===== src/rtl/mult_pipe_pkg.sv =====
// Shared definitions for the pipelined multiplier: default widths and an
// exact reference product function usable at any width up to MUL_MAX_W.
package mult_pkg;

  localparam int DEF_WIDTH  = 32;
  localparam int DEF_STAGES = 2;
  localparam int DEF_TAG_W  = 4;
  localparam int MUL_MAX_W  = 64;

  // Exact 2*width-bit product of the low 'width' bits of a and b.
  // Operands are sign- or zero-extended to the full working width before
  // multiplying, then the result is masked to 2*width bits.
  function automatic logic [2*MUL_MAX_W-1:0] mul_ext(
    input logic [MUL_MAX_W-1:0] a,
    input logic [MUL_MAX_W-1:0] b,
    input logic                 signed_mode,
    input int                   width
  );
    logic [2*MUL_MAX_W-1:0] op_mask;
    logic [2*MUL_MAX_W-1:0] res_mask;
    logic [2*MUL_MAX_W-1:0] ae;
    logic [2*MUL_MAX_W-1:0] be;
    op_mask  = {(2*MUL_MAX_W){1'b1}} >> (2*MUL_MAX_W - width);
    res_mask = {(2*MUL_MAX_W){1'b1}} >> (2*MUL_MAX_W - 2*width);
    ae = {{MUL_MAX_W{1'b0}}, a} & op_mask;
    be = {{MUL_MAX_W{1'b0}}, b} & op_mask;
    if (signed_mode && a[width-1]) ae = ae | ~op_mask;
    if (signed_mode && b[width-1]) be = be | ~op_mask;
    return (ae * be) & res_mask;
  endfunction

endpackage


===== src/rtl/mult_pipe_if.sv =====
// Operand/product stream bundle for mult_pipe.
// Handshake: a beat transfers on a rising edge where valid && ready. The
// sender must not make valid depend on ready; the receiver may make ready
// depend on valid. Payload is only meaningful while valid is high.
interface mult_pipe_if
  import mult_pkg::*;
#(
  parameter int WIDTH = DEF_WIDTH,
  parameter int TAG_W = DEF_TAG_W
);

  logic               in_valid;
  logic               in_ready;
  logic [WIDTH-1:0]   in_a;
  logic [WIDTH-1:0]   in_b;
  logic               in_signed;
  logic [TAG_W-1:0]   in_tag;
  logic               out_valid;
  logic               out_ready;
  logic [2*WIDTH-1:0] out_product;
  logic [TAG_W-1:0]   out_tag;

  // Producer/consumer side: drives operands and accepts products.
  modport master (
    output in_valid, in_a, in_b, in_signed, in_tag, out_ready,
    input  in_ready, out_valid, out_product, out_tag
  );

  // Multiplier side.
  modport slave (
    input  in_valid, in_a, in_b, in_signed, in_tag, out_ready,
    output in_ready, out_valid, out_product, out_tag
  );

endinterface


===== src/rtl/mult_pipe_slice.sv =====
// One pipeline slice: a valid bit plus payload register. On advance it takes
// the upstream valid; payload is only replaced when the upstream beat is
// valid, so an emptied slice keeps its last payload visible.
module mult_pipe_slice #(
  parameter int PW = 8
) (
  input  logic          clk,
  input  logic          reset,
  input  logic          i_adv,
  input  logic          i_valid,
  input  logic [PW-1:0] i_data,
  output logic          o_valid,
  output logic [PW-1:0] o_data
);

  logic          r_valid;
  logic [PW-1:0] r_data;

  // Load on advance, hold otherwise; async clear of valid and payload.
  always_ff @(posedge clk or negedge reset) begin
    if (!reset) begin
      r_valid <= 1'b0;
      r_data  <= '0;
    end else if (i_adv) begin
      r_valid <= i_valid;
      if (i_valid) r_data <= i_data;
    end
  end

  assign o_valid = r_valid;
  assign o_data  = r_data;

endmodule


===== src/rtl/mult_pipe.sv =====
// Pipelined WIDTHxWIDTH multiplier with per-beat signed/unsigned mode,
// sideband tag and bubble-collapsing valid/ready flow control.
// Slice 1 holds operands (or the product when STAGES==1); the multiplier
// sits between slice 1 and slice 2; later slices forward {product, tag}.
module mult_pipe
  import mult_pkg::*;
#(
  parameter int WIDTH  = DEF_WIDTH,
  parameter int STAGES = DEF_STAGES,
  parameter int TAG_W  = DEF_TAG_W
) (
  input  logic        clk,
  input  logic        reset,
  mult_pipe_if.slave  bus,
  output logic        busy
);

  localparam int PW_OP = 2*WIDTH + TAG_W + 1;
  localparam int PW_PR = 2*WIDTH + TAG_W;

  logic [STAGES:1]    w_v;
  logic [STAGES:1]    w_adv;
  logic [PW_PR-1:0]   w_d [1:STAGES];
  logic [WIDTH-1:0]   w_mul_a;
  logic [WIDTH-1:0]   w_mul_b;
  logic               w_mul_s;
  logic [2*WIDTH-1:0] w_ax;
  logic [2*WIDTH-1:0] w_bx;
  logic [2*WIDTH-1:0] w_prod;

  // Slice i may advance when it or any slice downstream of it is empty, or
  // the consumer pops: the unrolled form of advance[i] = !v[i] || advance[i+1].
  for (genvar i = 1; i <= STAGES; i++) begin : g_adv
    assign w_adv[i] = bus.out_ready | ~(&w_v[STAGES:i]);
  end

  // Extend to full product width (sign or zero) so the low 2*WIDTH bits of
  // the product are exact in either mode.
  assign w_ax   = {{WIDTH{w_mul_s & w_mul_a[WIDTH-1]}}, w_mul_a};
  assign w_bx   = {{WIDTH{w_mul_s & w_mul_b[WIDTH-1]}}, w_mul_b};
  assign w_prod = w_ax * w_bx;

  if (STAGES == 1) begin : g_s1_prod
    // Single stage: multiply straight from the input and register the product.
    assign w_mul_a = bus.in_a;
    assign w_mul_b = bus.in_b;
    assign w_mul_s = bus.in_signed;

    mult_pipe_slice #(.PW(PW_PR)) u_s1 (
      .clk     (clk),
      .reset   (reset),
      .i_adv   (w_adv[1]),
      .i_valid (bus.in_valid),
      .i_data  ({w_prod, bus.in_tag}),
      .o_valid (w_v[1]),
      .o_data  (w_d[1])
    );
  end else begin : g_s1_op
    logic [PW_OP-1:0] w_s1;

    mult_pipe_slice #(.PW(PW_OP)) u_s1 (
      .clk     (clk),
      .reset   (reset),
      .i_adv   (w_adv[1]),
      .i_valid (bus.in_valid),
      .i_data  ({bus.in_signed, bus.in_tag, bus.in_a, bus.in_b}),
      .o_valid (w_v[1]),
      .o_data  (w_s1)
    );

    assign w_mul_s = w_s1[PW_OP-1];
    assign w_mul_a = w_s1[WIDTH +: WIDTH];
    assign w_mul_b = w_s1[0 +: WIDTH];
    // Payload offered to slice 2: the product and the tag of slice 1.
    assign w_d[1]  = {w_prod, w_s1[2*WIDTH +: TAG_W]};
  end

  for (genvar i = 2; i <= STAGES; i++) begin : g_tail
    mult_pipe_slice #(.PW(PW_PR)) u_s (
      .clk     (clk),
      .reset   (reset),
      .i_adv   (w_adv[i]),
      .i_valid (w_v[i-1]),
      .i_data  (w_d[i-1]),
      .o_valid (w_v[i]),
      .o_data  (w_d[i])
    );
  end

  assign bus.in_ready    = w_adv[1];
  assign bus.out_valid   = w_v[STAGES];
  assign bus.out_product = w_d[STAGES][TAG_W +: 2*WIDTH];
  assign bus.out_tag     = w_d[STAGES][TAG_W-1:0];
  assign busy            = |w_v;

endmodule


===== src/flat_wrapper.sv =====
// flat-port wrapper written by rule: the top's interface ports become plain ports
module mult_pipe_flat import mult_pkg::*;
#(
  parameter int WIDTH  = DEF_WIDTH,
  parameter int STAGES = DEF_STAGES,
  parameter int TAG_W  = DEF_TAG_W
)
  (clk, reset, busy, bus_in_valid, bus_in_a, bus_in_b, bus_in_signed, bus_in_tag, bus_out_ready, bus_in_ready, bus_out_valid, bus_out_product, bus_out_tag);
  mult_pipe_if #(.WIDTH(WIDTH), .TAG_W(TAG_W)) bus_i ();
  input  logic clk;
  input  logic reset;
  output logic busy;
  input wire logic [$bits(bus_i.in_valid)-1:0] bus_in_valid;
  input wire logic [$bits(bus_i.in_a)-1:0] bus_in_a;
  input wire logic [$bits(bus_i.in_b)-1:0] bus_in_b;
  input wire logic [$bits(bus_i.in_signed)-1:0] bus_in_signed;
  input wire logic [$bits(bus_i.in_tag)-1:0] bus_in_tag;
  input wire logic [$bits(bus_i.out_ready)-1:0] bus_out_ready;
  output wire logic [$bits(bus_i.in_ready)-1:0] bus_in_ready;
  output wire logic [$bits(bus_i.out_valid)-1:0] bus_out_valid;
  output wire logic [$bits(bus_i.out_product)-1:0] bus_out_product;
  output wire logic [$bits(bus_i.out_tag)-1:0] bus_out_tag;
  assign bus_i.in_valid = bus_in_valid;
  assign bus_i.in_a = bus_in_a;
  assign bus_i.in_b = bus_in_b;
  assign bus_i.in_signed = bus_in_signed;
  assign bus_i.in_tag = bus_in_tag;
  assign bus_i.out_ready = bus_out_ready;
  assign bus_in_ready = bus_i.in_ready;
  assign bus_out_valid = bus_i.out_valid;
  assign bus_out_product = bus_i.out_product;
  assign bus_out_tag = bus_i.out_tag;
  mult_pipe #(.WIDTH(WIDTH), .STAGES(STAGES), .TAG_W(TAG_W)) u_core (.clk(clk), .reset(reset), .bus(bus_i), .busy(busy));
endmodule

===== config.mk =====
export PLATFORM = sky130hd
export DESIGN_NAME = mult_pipe_flat
export DESIGN_NICKNAME = d
export VERILOG_FILES = /design/src/rtl/mult_pipe_pkg.sv /design/src/rtl/mult_pipe_if.sv /design/src/rtl/mult_pipe_slice.sv /design/src/rtl/mult_pipe.sv /design/src/flat_wrapper.sv
export SDC_FILE = /design/constraint.sdc
export NUM_CORES = 2
export LEC_CHECK = 0
export ABC_CLOCK_PERIOD_IN_PS = 15600
export BUFFER_PORTS_ARGS = -buffer_cell sky130_fd_sc_hd__buf_2
export CORE_ASPECT_RATIO = 1.75
export CORE_MARGIN = 2
export CORE_UTILIZATION = 50
export CTS_CLUSTER_SIZE = 30
export DETAILED_ROUTE_END_ITERATION = 8
export PLACE_DENSITY = 0.72
export SYNTH_ARGS = -nofsm -noshare
export SYNTH_HDL_FRONTEND = slang
export SYNTH_SLANG_ARGS = --single-unit

===== constraint.sdc =====
create_clock -name clk -period 15.6 [get_ports clk]
set_input_delay 0.78 -clock clk [delete_from_list [all_inputs] [get_ports clk]]
set_output_delay 0.78 -clock clk [all_outputs]
set_load 0.05 [all_outputs]

==> impl_results.md <==
* DR vias at 31700
* RSZ-0062 raised after global routing: false
* Die ar. at 88300 sq um
* Max Cap Viol at 0
* Setup TNS Final at 0 ns
* Startpoint Class: register
* Vias in the first global route at 36000
* Final-report max-slew violation count at 0
* Die width at 226 microns
* Arrival time at the worst endpoint at 9.85 ns
* Insertion delay to the later sink of the worst-skew pair at 0.53 ns
* Largest net degree at the start of global routing at 88
* H-tree levels at 4
* Area growth syn-to-layout at 5.19%
* Outcome: completed
* Clock slew seen by the registers of the worst setup and hold paths at 0.06 ns
* Post-CTS Hold Fix Bufs at 0
* Top_reg_cell synth: dfrtp_1
* Final worst path period share at 60.4%
* Pre-antenna DRT Iters at 7
* DR WL/cell at 22.8 microns
* Minimum clock period at 9.42 ns
* TritonCTS Buffers at 17
* CTS resizes at 0
* Crit path max fanout at 51
* First-pass GRT wire length at 198000 microns
* TritonCTS clock tree: done
* Worst-margin pin slew at 1.08 ns
* Slowest cell on crit path: fa_1
* Final HPWL DP at 98300 microns
* Post-synth EDFFs at 0
* Avg Cell Area, Syn at 9.44 sq um
* Initial antenna violation count at 6
* Starting Density at 50.3%
* Overall routing resource usage at 30.8%
* Final WL at 128000 microns
* Clk sinks at 139
* DRC at 0
* DR iter-0 viols at 1941
* Worst min path class: in -> async
* Post-route ant nets at 0
* Die height at 392 microns
* CP peak stage delay at 1.06 ns
* Syn nets at 5957
* Critical Path End Type: register
* Mapped Cells at 4547
* Mapped Area at 42900 sq um
* Post-CTS setup buffer count at 0
* Rows at 142
* Final clock skew at 0.0295 ns
* Final-report hold violation count at 0
* Yosys reg bits at 139
* Global route total overflow at 0
* Synth cell types at 65
* # nets final at 5927
* Worst Setup Path Type: reg -> reg
* Vias per std cell at 5.65
* Max Fclk at 106 MHz
* # IOs at 144
* WP data required at 16.03 ns
* Asr flop ratio synth at 100%
* Most frequent CP cell: fa_1
* Sequential area share after synthesis at 8.10%
* GPL Wtd Cong at 0.948
* Synth warnings at 0
* IO Port Bufs at 143
* Setup violations, final at 0
* Clk buf depth at 2
* Root buffer cell: clkbuf_16
* Core area at 85300 sq um
* Rel. slew slack at 27.9%
* Share of cells above drive strength 1 at 7.44%
flip-flops by register name, summed over array words and instances, names as in the netlist:
| signal | flops |
|---|---|
| u_core.g_tail.u_s.o_data | 68 |
| u_core.g_s1_op.u_s1.o_data | 69 |
| u_core.g_tail.u_s.o_valid | 1 |
| u_core.g_s1_op.u_s1.o_valid | 1 |
stage by stage:
step	cell area, sq um	hold WS (ns)	setup WS, ns	util [%]	cells
finish	45200	0.292	6.18	53.0	5613
global route	45200	0.330	5.70	52.9	5611
CTS	45200	0.296	6.21	52.9	5610
detailed placement	44600	0.451	6.26	52.2	5578
global placement	44600	0.444	6.42	52.2	5578
floorplan	42900	0.433	7.64	-	4547
logic make-up (layout without fill, tap and decap cells):
| logic type | Yosys count | count (layout) | synth area share [%] |
|---|---|---|---|
| buffers and inverters | 1360 | 1343 | 11.9 |
| adders and majority gates | 1337 | 1337 | 58.6 |
| and+or+nand+nor | 1323 | 1323 | 14.3 |
| AOI/OAI and AO/OA | 248 | 248 | 3.77 |
| DFF | 139 | 139 | 8.10 |
| muxes | 71 | 71 | 1.86 |
| xor gates and xnor gates | 69 | 69 | 1.41 |
| other | 0 | 3 | 0 |
path summary, 6_finish.rpt:
kind,cells past startpoint,startpoint,to,slack [ns]
hold reg to reg,2,u_core.g_tail[2].u_s.o_data[4]$_DFFE_PN0P_,u_core.g_tail[2].u_s.o_data[4]$_DFFE_PN0P_,0.47
min in group clk,2,u_core.g_tail[2].u_s.o_data[4]$_DFFE_PN0P_,u_core.g_tail[2].u_s.o_data[4]$_DFFE_PN0P_,0.47
setup reg to reg,25,u_core.g_s1_op.u_s1.o_data[63]$_DFFE_PN0P_,u_core.g_tail[2].u_s.o_data[65]$_DFFE_PN0P_,6.18
setup / recovery,25,u_core.g_s1_op.u_s1.o_data[63]$_DFFE_PN0P_,u_core.g_tail[2].u_s.o_data[65]$_DFFE_PN0P_,6.18
max in group asynchronous,2,reset,u_core.g_s1_op.u_s1.o_data[24]$_DFFE_PN0P_,13.78
hold / removal,1,reset,u_core.g_tail[2].u_s.o_data[53]$_DFFE_PN0P_,0.29
final cells by class:
type	instances	area [sq um]
clock inverter	13	156
fill	7650	40100
clock buffer	19	443
sequential	139	3490
tap	1080	1350
timing repair buffer	209	1220
multi-input combinational	3048	34400
inverter	1102	4140
antenna	3	7.51
cell usage in the layout (no fill, tap or decap), types with 49 or more instances in the layout:
cell and instances:
nand2_1 805, nor2_1 56, dfrtp_1 130, a21oi_1 61
inv_1 1102, ha_1 212, and2_1 359, buf_2 142
mux2_2 69, fa_1 1125, o21ai_0 62, buf_4 66
xnor2_1 49
synthesized netlist by cell type, types with 12 or more instances:
cell | count | share of area [%]
a21o_1 | 29 | 0.51
a21oi_1 | 61 | 0.71
and2_1 | 359 | 5.2
and3_1 | 29 | 0.42
clkbuf_1 | 246 | 2.2
dfrtp_1 | 139 | 8.1
fa_1 | 1125 | 52
ha_1 | 212 | 6.2
inv_1 | 1102 | 9.6
mux2_2 | 69 | 1.8
nand2_1 | 807 | 7.1
nand3_1 | 13 | 0.15
nor2_1 | 56 | 0.49
o21ai_0 | 62 | 0.72
o21ai_1 | 12 | 0.14
xnor2_1 | 49 | 1.0
xor2_1 | 20 | 0.41
metal layers:
layer / GRT usage, % / part of all wire, % / up-vias
li1: - / - / 13000
met1: 28.9 / 29 / 16500
met4: 30.4 / 12 / 2
met2: 54.8 / 53 / 1529
met5: 0 / 0.010 / -
met3: 5.71 / 6.3 / 688
worst max-delay path: cells and delay by family, from the launching register on:
family	cells	cell delay [ns]
fa+ha+maj	9	5.15
compound gates	7	1.59
buf+inv	6	1.29
simple gates	3	0.96
flops	1	0.34
Power is left out: the tool's default activity adds up to more than one toggle a clock period on the data nets, which glitch-free logic cannot reach.
